<file path="src/rtl/frequency_measurement_scheduler.sv">
// Sequences one analyzer measurement: clear, arm, timed window, readout.
// Ports: clock/reset, cfg_* config, cmd_start/cmd_abort, readout_done irq;
//   start/stop/clear analyzer controls, busy, aborted, timeout_error,
//   window_count (completed windows since reset).
module frequency_measurement_scheduler #(
    parameter int WINDOW_WIDTH           = 32,
    parameter int CLEAR_PULSE_CYCLES     = 4,
    parameter int ARM_PULSE_CYCLES       = 2,
    parameter int READOUT_TIMEOUT_CYCLES = 1024,
    parameter int COUNT_WIDTH            = 16
) (
    input  logic                    clock,
    input  logic                    reset,
    input  logic [WINDOW_WIDTH-1:0] cfg_window_cycles,
    input  logic                    cfg_repeat,
    input  logic                    cmd_start,
    input  logic                    cmd_abort,
    input  logic                    readout_done,
    output logic                    start,
    output logic                    stop,
    output logic                    clear,
    output logic                    busy,
    output logic                    aborted,
    output logic                    timeout_error,
    output logic [COUNT_WIDTH-1:0]  window_count
);

    typedef enum logic [2:0] {
        S_IDLE,
        S_CLEAR,
        S_ARM,
        S_MEASURE,
        S_READOUT,
        S_RELEASE
    } state_t;

    localparam logic [WINDOW_WIDTH-1:0] CLR_LAST =
        WINDOW_WIDTH'(CLEAR_PULSE_CYCLES - 1);
    localparam logic [WINDOW_WIDTH-1:0] ARM_LAST =
        WINDOW_WIDTH'(ARM_PULSE_CYCLES - 1);
    localparam logic [WINDOW_WIDTH-1:0] TO_LAST =
        WINDOW_WIDTH'(READOUT_TIMEOUT_CYCLES - 1);

    state_t state, state_next;

    logic [WINDOW_WIDTH-1:0] cnt;
    logic [WINDOW_WIDTH-1:0] window_len;
    logic                    abort_pending;
    logic                    done_seen;

    logic latch_cfg;
    logic clr_flags;
    logic set_abort;
    logic set_pending;
    logic set_timeout;
    logic set_done;
    logic inc_count;

    always_comb begin
        state_next  = state;
        latch_cfg   = 1'b0;
        clr_flags   = 1'b0;
        set_abort   = 1'b0;
        set_pending = 1'b0;
        set_timeout = 1'b0;
        set_done    = 1'b0;
        inc_count   = 1'b0;
        unique case (state)
            S_IDLE: begin
                if (cmd_start && !cmd_abort) begin
                    state_next = S_CLEAR;
                    latch_cfg  = 1'b1;
                    clr_flags  = 1'b1;
                end
            end
            S_CLEAR: begin
                if (cmd_abort) begin
                    state_next = S_IDLE;
                    set_abort  = 1'b1;
                end else if (cnt == CLR_LAST) begin
                    state_next = S_ARM;
                end
            end
            S_ARM: begin
                if (cmd_abort) begin
                    state_next = S_IDLE;
                    set_abort  = 1'b1;
                end else if (cnt == ARM_LAST) begin
                    state_next = S_MEASURE;
                end
            end
            S_MEASURE: begin
                // Abort publishes the partial window and blocks repeat.
                if (cmd_abort) begin
                    state_next  = S_READOUT;
                    set_abort   = 1'b1;
                    set_pending = 1'b1;
                end else if (cnt == window_len - 1'b1) begin
                    state_next = S_READOUT;
                end
            end
            S_READOUT: begin
                if (cmd_abort) begin
                    set_pending = 1'b1;
                end
                if (readout_done) begin
                    state_next = S_RELEASE;
                    set_done   = 1'b1;
                end else if (cnt == TO_LAST) begin
                    state_next  = S_RELEASE;
                    set_timeout = 1'b1;
                end
            end
            S_RELEASE: begin
                inc_count = done_seen;
                if (abort_pending || cmd_abort) begin
                    state_next = S_IDLE;
                    set_abort  = 1'b1;
                end else if (cfg_repeat) begin
                    state_next = S_CLEAR;
                    latch_cfg  = 1'b1;
                end else begin
                    state_next = S_IDLE;
                end
            end
            default: state_next = S_IDLE;
        endcase
    end

    always_ff @(posedge clock or posedge reset) begin
        if (reset) begin
            state         <= S_IDLE;
            cnt           <= '0;
            window_len    <= '0;
            abort_pending <= 1'b0;
            done_seen     <= 1'b0;
            start         <= 1'b0;
            stop          <= 1'b0;
            clear         <= 1'b0;
            busy          <= 1'b0;
            aborted       <= 1'b0;
            timeout_error <= 1'b0;
            window_count  <= '0;
        end else begin
            state <= state_next;
            // Counter restarts on every state change.
            cnt   <= (state_next != state) ? '0 : cnt + 1'b1;
            if (latch_cfg) begin
                window_len <= (cfg_window_cycles == '0) ?
                              WINDOW_WIDTH'(1) : cfg_window_cycles;
            end
            if (clr_flags) begin
                aborted       <= 1'b0;
                timeout_error <= 1'b0;
            end
            if (set_abort) begin
                aborted <= 1'b1;
            end
            if (set_timeout) begin
                timeout_error <= 1'b1;
            end
            if (set_pending) begin
                abort_pending <= 1'b1;
            end else if (state_next == S_IDLE || latch_cfg) begin
                abort_pending <= 1'b0;
            end
            done_seen <= set_done;
            if (inc_count) begin
                window_count <= window_count + 1'b1;
            end
            // Outputs follow the next state so they stay registered
            // and are mutually exclusive by construction.
            clear <= (state_next == S_CLEAR);
            start <= (state_next == S_ARM);
            stop  <= (state_next == S_READOUT);
            busy  <= (state_next != S_IDLE);
        end
    end

endmodule

</file>
<file path="config.mk">
export PLATFORM = sky130hd
export DESIGN_NAME = frequency_measurement_scheduler
export DESIGN_NICKNAME = d
export VERILOG_FILES = /design/src/rtl/frequency_measurement_scheduler.sv
export SDC_FILE = /design/constraint.sdc
export NUM_CORES = 1
export LEC_CHECK = 0
export BUFFER_PORTS_ARGS = -buffer_cell sky130_fd_sc_hd__buf_2
export CORE_MARGIN = 2
export CORE_UTILIZATION = 50
export CTS_CLUSTER_DIAMETER = 80
export DETAILED_ROUTE_END_ITERATION = 10
export GPL_TIMING_DRIVEN = 0
export PLACE_DENSITY = 0.67
export SYNTH_ARGS = -nofsm -noshare
export SYNTH_HDL_FRONTEND = slang
export SYNTH_SLANG_ARGS = --single-unit
</file>
<file path="constraint.sdc">
create_clock -name clock -period 3.7 [get_ports clock]
set_clock_uncertainty 0.15 [all_clocks]
set_input_delay 0.185 -clock clock [delete_from_list [all_inputs] [get_ports clock]]
set_output_delay 0.185 -clock clock [all_outputs]
set_load 0.005 [all_outputs]
</file>
==> impl_metrics.ini, run 1 <==
[run_status]
status = complete, no violations

[detailed_routing]
vias = 4888
drt_first_pass_iters = 5
routed_wirelength_microns = 14400
avgRoutedWirePerCell_microns = 17.2
drc = 0
ant_nets = 0
vias_per_cell = 5.83
dr.first_iter.drc_count = 247

[sta]
fin_crit_sh_pct = 97.0
rsz0062_at_grt = false
tightest_slew_ns = 0.883
setup-violations-final = 0
drv_slew = 0
finalHoldViolCount = 0
fin_setup_tns_ns = 0
clock.fmax_ghz = 0.279
finalCriticalPeriod_ns = 3.59
relSlewSlack_pct = 40.7
layout_setup_ws_ns = 0.111

[synth]
netlist_instances = 582
synthXorXnorAreaFrac_pct = 12.9
synth-simple-area-share_pct = 22.4
yosysUniqueCellTypes = 61
synthTopCellsByArea = dfrtp_1, xnor2_1, mux2_2
synth_top_flop_cell = dfrtp_1
synthAdderAreaFrac_pct = 0.901
ys_seq_elements = 91
ys.warnings.count = 0
synth_compound_area_share_pct = 12.2
async_reset_ff_share_pct = 100
synth_top_area_share_pct = 41.0
synth_edf_count = 0
synth_mux_area_share_pct = 6.64
netlist_area_sq_um = 5560
ys_seq_area_share_pct = 41.0
synth_area_leader_cell = dfrtp_1
synth_top_family_by_area = simple AND/OR/NAND/NOR gates
synth_nets = 624
avgSynthCellArea_sq_um = 9.55

[global_routing]
grt_use_total_pct = 25.6
grt_util_met3_pct = 3.79
antenna_found_initial = 0
grt_pass1_vias = 4910
grt_max_degree = 51
use_met2_pct = 42.6
grt_pass1_wl_microns = 24000
globalRoute.totalOverflow = 0
use_met1_pct = 34.2
busiest_layer = met2

[clock_network]
clock_sinks = 91
cts_root_buf = clkbuf_8
clockBufferDepth = 2
cts_tree = done
numCtsBuffers = 9
insertion_delay_ns = 0.38
path_clk_slew_ns = 0.10
htree_levels = 3

[layout]
final_nets = 736
fillCellCount = 927
multi_input_area_sq_um = 3100
synthToLayoutAreaGrowth_pct = 20.7
regArea_sq_um = 2280
diodes = 0
layout-drive-gt1-share_pct = 20.3

[setup_path]
crit_chain = or4_1, buf_4, or4_4, buf_6, or4_1, a2bb2oi_2, o2111a_1, and2_1, buf_6, buf_6, a211oi_1
slowest_stage = or4_1
crit_top_cell = buf_6
crit_required_ns = 3.79
crit_fanout = 10
crit_arrival_ns = 3.68
max_stage_delay_ns = 0.54
cp-start-kind = flop
crit_path_end_kind = flop
crit_type = reg2reg

[floorplanning]
initial_utilization_pct = 51.3
rows = 38
dieArea_sq_um = 12000
dieHeight_microns = 109
boundaryPins = 60
die_x_microns = 109
coreArea_sq_um = 10800

[place]
pre_cts_ws_ns = -0.369
post-dp-hpwl_microns = 10300
place_congestion = 0.902
portBuffers = 59

[power]
power_density_nw_per_um2 = 567
p_leak_nw = 2.83
ir_drop_mv = 0.356

[worst_hold_path]
min_path_type = in2reg

[job]
cap_violations = 0
worst max-delay path: cells and delay by family, from the launching register on:
family                 cells  cell delay, ns
flip-flops                 1            0.44
buffers and inverters      4            0.65
AO/OA/AOI/OAI              3            0.50
AND/OR/NAND/NOR            4            1.72
registers in the layout, summed over array words and instances (netlist names):
name,cells
abort_pending,1
aborted,1
busy,1
clear,1
cnt,32
done_seen,1
start,1
state,3
stop,1
timeout_error,1
window_count,16
window_len,32
area by class of cell:
cell class / count / area share [%]
buffer: 36 / 2.74
clock buffer: 9 / 1.85
clock inverter: 7 / 1.23
inverter: 13 / 0.765
multi-input combinational: 442 / 46.3
sequential: 91 / 34.0
tap: 140 / 2.61
timing repair buffer: 101 / 10.6
path summary, 6_finish.rpt:
check                            startpoint               end  slack, ns  depth (start not counted)
setup reg to reg              window_len[2]           cnt[29]       0.11                         11
setup / recovery              window_len[2]           cnt[29]       0.11                         11
min in group asynchronous             reset           cnt[30]       0.30                          3
max in group asynchronous             reset     window_len[3]       2.41                          4
hold / removal                    cmd_abort          state[1]       0.04                          4
hold reg to reg            window_count[15]  window_count[15]       0.34                          1
report_power, final:
| part | leakage [nW] | internal, mW | total [mW] | switching, mW |
|---|---|---|---|---|
| Sequential | 1.19 | 1.23 | 1.51 | 0.283 |
| Combinational | 1.54 | 0.701 | 1.56 | 0.863 |
| Clock | 0.104 | 0.326 | 0.728 | 0.402 |
| Total | 2.83 | 2.25 | 3.80 | 1.55 |
metal layers:
layer / vias to the layer above / routed length (microns)
met5: - / 0
met3: 20 / 499
li1: 2361 / -
met1: 2405 / 6540
met2: 102 / 7120
met4: 0 / 255
cell usage in the layout, fill, tap and decap left out, drive strengths merged, types with 13 or more instances in the layout:
cell type / n
mux2: 31
xnor2: 42
clkbuf: 39
dfrtp: 91
nand4: 13
a21oi: 14
buf: 73
nor2: 37
a211oi: 32
nand2: 37
nand3: 28
inv: 17
xor2: 37
nor4: 33
dlygate4sd3: 34
nor3: 16
and3: 13
what timing repair did:
item / CTS / global route
pin swaps: 0 / 2
cloned: 0 / 0
buffers inserted: 0 / 7
resized for setup: 2 / 17
setup endpoints to repair: 31 / 31
hold endpoints to repair: 83 / 0
hold buffers: 34 / 0
logic make-up after synthesis:
| group | after synthesis |
|---|---|
| and+or+nand+nor | 229 |
| AOI/OAI and AO/OA | 96 |
| DFF | 91 |
| xor gates and xnor gates | 80 |
| buffers and inverters | 49 |
| muxes | 33 |
| adders and majority gates | 4 |
stage by stage:
| step | power [mW] | instances | utilization [%] | instance area, sq um | hold slack, ns |
|---|---|---|---|---|---|
| after floorplan | 2.56 | 582 | - | 5560 | 0.142 |
| after global placement | 2.92 | 781 | 55.6 | 6030 | 0.265 |
| after detailed placement | 2.97 | 782 | 55.8 | 6050 | 0.178 |
| after CTS | 3.74 | 832 | 61.0 | 6610 | 0.0112 |
| after global routing | 4.07 | 839 | 61.9 | 6710 | 0.0449 |
| final | 3.80 | 839 | 61.9 | 6710 | 0.0359 |
cells in the mapped netlist, types with 2 or more instances:
| master | instances |
|---|---|
| a2111oi_0 | 2 |
| a211oi_1 | 32 |
| a21oi_1 | 14 |
| a221oi_1 | 2 |
| a31o_2 | 2 |
| a31oi_1 | 7 |
| a32oi_1 | 3 |
| and2_1 | 6 |
| and3_1 | 13 |
| and4_1 | 3 |
| buf_6 | 4 |
| clkbuf_1 | 30 |
| dfrtp_1 | 91 |
| ha_1 | 4 |
| inv_1 | 13 |
| mux2_2 | 31 |
| mux2i_1 | 2 |
| nand2_1 | 37 |
| nand2b_1 | 12 |
| nand3_1 | 28 |
| nand4_1 | 13 |
| nand4b_1 | 3 |
| nor2_1 | 37 |
| nor2b_1 | 4 |
| nor3_1 | 16 |
| nor3b_1 | 2 |
| nor4_1 | 32 |
| o211ai_1 | 2 |
| o21a_1 | 2 |
| o21ai_0 | 8 |
| o22ai_1 | 4 |
| o31ai_1 | 3 |
| or2_2 | 4 |
| or3_1 | 2 |
| or4_1 | 11 |
| xnor2_1 | 42 |
| xor2_1 | 37 |
Note: power is estimated with default switching activity, not from simulation.
==> inputs of run 2 (changes only) <==
Settings changed: PLACE_DENSITY 0.67 to 0.69.
Clock period 3.7 ns to 3.3 ns, I/O delays scaled along.
==> run 2 against run 1 <==
The flow now finishes with violations (negative setup slack). Largest power group unchanged. Largest cell class unchanged. Sequential power is 12% higher. Register-to-register slack worse by 0.12 ns. Setup slack got worse by 0.12 ns.
==> impl_metrics.ini, run 2 (same netlist as run 1, synthesis figures left out) <==
[setup_path]
max_stage_delay_ns = 0.57
crit_required_ns = 3.42
reg2reg_slack_ns = -0.005
crit_end = cnt[9]
crit_fanout = 8
crit_family = simple AND/OR/NAND/NOR gates
worstReg2RegStart = window_len[3]
worst-path-stages = 9
critPathBufInv = 2
r2r_end = cnt[9]
crit_type = reg2reg
cp-start-kind = flop
slowest_stage = or4_4
critical_path.startpoint = window_len[3]
crit_top_cell = or4_4
crit_path_end_kind = flop
crit_chain = or4_4, or4_4, buf_6, or3_4, a221oi_2, o2111a_2, and2_4, clkbuf_16, a211oi_1
crit_arrival_ns = 3.43
rr_worst_depth = 9

[sta]
fin_setup_tns_ns = -0.0169
whs_ns = 0.0633
rsz0062_at_grt = true
drv_slew = 0
fin_crit_sh_pct = 100
finalHoldViolCount = 0
tightest_slew_ns = 0.771
relSlewSlack_pct = 48.1
layout_setup_ws_ns = -0.00539
finalCriticalPeriod_ns = 3.31
clock.fmax_ghz = 0.303
setup-violations-final = 5

[detailed_routing]
drc = 0
met2WireLength_microns = 7340
wl_met1_microns = 6740
avgRoutedWirePerCell_microns = 17.9
routed_wirelength_microns = 15200
ant_nets = 0
vias_per_cell = 5.99
dr_wl_met3_microns = 837
vias = 5092
highest_layer = met4
drt_first_pass_iters = 6
dr.first_iter.drc_count = 421

[clock_network]
htree_levels = 3
numCtsBuffers = 9
path_clk_slew_ns = 0.09
insertion_delay_ns = 0.39
clock_sinks = 91
clockBufferDepth = 2
cts_tree = done
cts_root_buf = clkbuf_8

[layout]
final_common_cell = dfrtp_1
final_cell_mix = dfrtp_1, buf_2, xnor2_1
postLayoutCoreUtil_pct = 64.7
diodes = 0
synthToLayoutAreaGrowth_pct = 26.3
final_nets = 748
reg.largest.list = cnt (32), window_len (32), window_count (16)
layout-drive-gt1-share_pct = 25.4

[power]
power_density_nw_per_um2 = 640
p_leak_nw = 2.95
finalPower_mw = 4.49
ir_drop_mv = 0.687

[global_routing]
grt_pass1_wl_microns = 24500
globalRoute.totalOverflow = 0
grt_max_degree = 60
antenna_found_initial = 0
grt_pass1_vias = 4860
grt_use_total_pct = 26.4

[floorplanning]
rows = 38
coreArea_sq_um = 10800
die_x_microns = 109
dieHeight_microns = 109
dieArea_sq_um = 12000
initial_utilization_pct = 51.3
boundaryPins = 60

[run_status]
violations = negative setup slack
status = complete, but fails checks

[worst_hold_path]
min_path_type = in2reg
hold-path-cell-count = 4

[place]
place_congestion = 0.903
portBuffers = 59
post-dp-hpwl_microns = 10200

[job]
cap_violations = 0
-- run 2: worst min path at each step --
stage | endpoint | start | slack, ns
2_1_floorplan | timeout_error | readout_done | 0.12
3_3_place_gp | timeout_error | readout_done | 0.25
3_5_place_dp | window_len[26] | reset | 0.06
4_1_cts | aborted | cmd_start | 0.04
5_1_grt | timeout_error | cmd_start | 0.07
6_report | aborted | cmd_start | 0.06
-- run 2: stage by stage --
step / setup slack (ns) / instance area, sq um / instances
floorplan: 0.0366 / 5560 / 582
global placement: -0.655 / 6030 / 781
detailed placement: -0.750 / 6060 / 782
CTS: -0.0725 / 6840 / 847
global route: -0.0657 / 7020 / 850
finish: -0.00539 / 7020 / 850
-- run 2: repair_timing --
| item | in CTS | in global routing |
|---|---|---|
| pin swaps | 3 | 11 |
| cloned | 1 | 3 |
| resized for setup | 26 | 32 |
| hold endpoints to repair | 68 | 0 |
| hold buffers | 35 | 0 |
| endpoints found under the setup margin | 36 | 36 |
| setup buffers | 14 | 3 |
-- run 2: report_power, final --
group,switching [mW],leakage (nW),internal [mW],total (mW)
Sequential,0.314,1.19,1.37,1.69
Combinational,1.08,1.65,0.837,1.92
Clock,0.434,0.115,0.450,0.885
-- run 2: area by class of cell --
cell class,count,area [sq um]
Fill cell,863,3820
Multi-Input combinational cell,443,3260
Sequential cell,91,2280
Timing Repair Buffer,115,862
Tap cell,140,175
Buffer,33,171
Clock buffer,10,138
Clock inverter,5,85.1
Inverter,13,51.3
-- run 2: metal layers --
| metal | GRT usage, % | vias to the layer above |
|---|---|---|
| met5 | 0 | - |
| met4 | 8.77 | 0 |
| met3 | 5.51 | 31 |
| met2 | 42.5 | 184 |
| met1 | 35.4 | 2489 |
| li1 | - | 2388 |
-- run 2: tightest hold or removal path, cell delays in order --
cell and delay [ns]:
buf_2 0.11, nand3_1 0.15, nand2_1 0.08, o221ai_1 0.06
==> inputs of run 3 (changes only) <==
Settings changed: CORE_MARGIN 2 to 5, SLEW_MARGIN from default to 0.
==> run 3 against run 2 <==
The flow still finishes with violations (negative setup slack). Clock power shrank 3.8%. Die area grew 11%. Final area grew 0.45%. Count of clock-buffer cells in the layout is the same. Sequential power is essentially flat. Routed wire length shrank 2.2%. Setup slack lost 0.043 ns. Utilization is essentially flat. Sequential cell count is the same. Critical path depth is the same. Register-to-register slack lost 0.04 ns. Largest cell class unchanged.
==> impl_metrics.ini, run 3 (same netlist as run 1, synthesis figures left out) <==
[worst_hold_path]
hold-path-cell-count = 4
min_path_type = in2reg

[layout]
layout-drive-gt1-share_pct = 27.1
final_nets = 744
postLayoutCoreUtil_pct = 64.7
final_common_cell = dfrtp_1
diodes = 0
final_cell_mix = dfrtp_1, buf_2, xnor2_1
reg.largest.list = cnt (32), window_len (32), window_count (16)
synthToLayoutAreaGrowth_pct = 26.9

[global_routing]
grt_max_degree = 58
grt_use_total_pct = 23.3
globalRoute.totalOverflow = 0
grt_pass1_wl_microns = 24700
grt_pass1_vias = 5094
antenna_found_initial = 0

[job]
cap_violations = 0

[clock_network]
cts_root_buf = clkbuf_8
cts_tree = done
htree_levels = 3
numCtsBuffers = 9
path_clk_slew_ns = 0.09
clock_sinks = 91
insertion_delay_ns = 0.39
clockBufferDepth = 2

[sta]
finalCriticalPeriod_ns = 3.35
setup-violations-final = 22
fin_crit_sh_pct = 101
layout_setup_ws_ns = -0.0479
relSlewSlack_pct = 57.4
clock.fmax_ghz = 0.299
finalHoldViolCount = 0
drv_slew = 0
fin_setup_tns_ns = -0.332
rsz0062_at_grt = true
tightest_slew_ns = 0.633

[power]
p_sw_mw = 1.75
power_frac_comb_pct = 43.0
power_density_nw_per_um2 = 626
p_sw_share_pct = 39.6
p_leak_nw = 2.93
finalPower_mw = 4.42
p_clk_share_pct = 19.3
seqPwrFrac_pct = 37.8
ir_drop_mv = 0.530
p_int_mw = 2.67

[setup_path]
crit_fanout = 8
crit_arrival_ns = 3.46
crit_type = reg2reg
reg2reg_slack_ns = -0.05
rr_worst_depth = 9
cp-start-kind = flop
crit_path_end_kind = flop
crit_required_ns = 3.41

[floorplanning]
boundaryPins = 60
dieHeight_microns = 115
dieArea_sq_um = 13300
coreArea_sq_um = 10900
rows = 38
initial_utilization_pct = 51.0
die_x_microns = 115

[detailed_routing]
dr.first_iter.drc_count = 379
vias = 5051
drc = 0
routed_wirelength_microns = 14900
vias_per_cell = 5.97
ant_nets = 0
avgRoutedWirePerCell_microns = 17.6
drt_first_pass_iters = 4

[place]
post-dp-hpwl_microns = 10200
place_congestion = 0.918
portBuffers = 59

[run_status]
status = complete, but fails checks
violations = negative setup slack
[run 3: changes by cell type in the layout (fill, tap and decap cells not counted), moves of 3 or more]
| cell | before | now |
|---|---|---|
| a211oi_1 | 24 | 8 |
| a211oi_2 | 8 | 24 |
| nor4_1 | 25 | 29 |
| buf_4 | 17 | 14 |
[run 3: through the flow]
| stage | setup slack, ns | hold slack, ns | instance area [sq um] | std cells |
|---|---|---|---|---|
| floorplan | 0.0366 | 0.122 | 5560 | 582 |
| global placement | -0.541 | 0.238 | 6030 | 781 |
| detailed placement | -0.560 | 0.0816 | 6060 | 782 |
| CTS | -0.111 | 0.0368 | 6830 | 845 |
| global route | -0.0861 | 0.0918 | 7050 | 846 |
| finish | -0.0479 | 0.0439 | 7050 | 846 |
[run 3: worst paths after layout]
kind	startpoint	to
max reg2reg	window_len[3]	state[1]
min reg2reg	window_count[15]	window_count[15]
min in group asynchronous	reset	window_count[15]
min	cmd_start	aborted
max	window_len[3]	state[1]
max in group asynchronous	reset	window_len[3]
[run 3: repair_timing]
action / in CTS / in global routing
endpoints found under the hold margin: 70 / 0
cloned: 1 / 2
buffers inserted: 12 / 3
pin swaps: 3 / 12
endpoints found under the setup margin: 36 / 36
gates resized for setup: 26 / 50
hold buffers: 35 / 0
[run 3: critical path: stages (launching register included)]
cell and delay [ns]:
dfrtp_2 0.42, or4_4 0.57, or4_4 0.54, buf_6 0.15, or3_4 0.32, a221oi_2 0.27
o2111a_2 0.27, and2_4 0.27, clkbuf_16 0.19, a31oi_4 0.07
[run 3: per-layer routing]
layer	global-route usage, %	vias to the layer above	wire length (microns)
met5	0	-	0
met4	7.67	0	325
met3	4.54	30	707
met2	38.4	142	7260
met1	31.1	2500	6610
li1	-	2379	-
[run 3: power by group through the flow]
stage                     clock network (mW)  registers (mW)  logic (mW)
after floorplan                            0            1.61        1.27
after global placement                     0            1.69        1.56
after detailed placement                   0            1.70        1.61
after CTS                              0.867            1.65        1.78
after global routing                   0.916            1.71        2.09
final                                  0.851            1.67        1.90
[run 3: layout make-up]
| cell class | count | area (sq um) |
|---|---|---|
| multi-input cells | 442 | 3300 |
| clock inverters | 5 | 77.6 |
| flip-flops and latches | 91 | 2280 |
| plain buffers | 32 | 173 |
| fillers | 872 | 3840 |
| well taps | 140 | 175 |
| repair buffers | 113 | 851 |
| clock buffers | 10 | 138 |
| inverters | 13 | 51.3 |
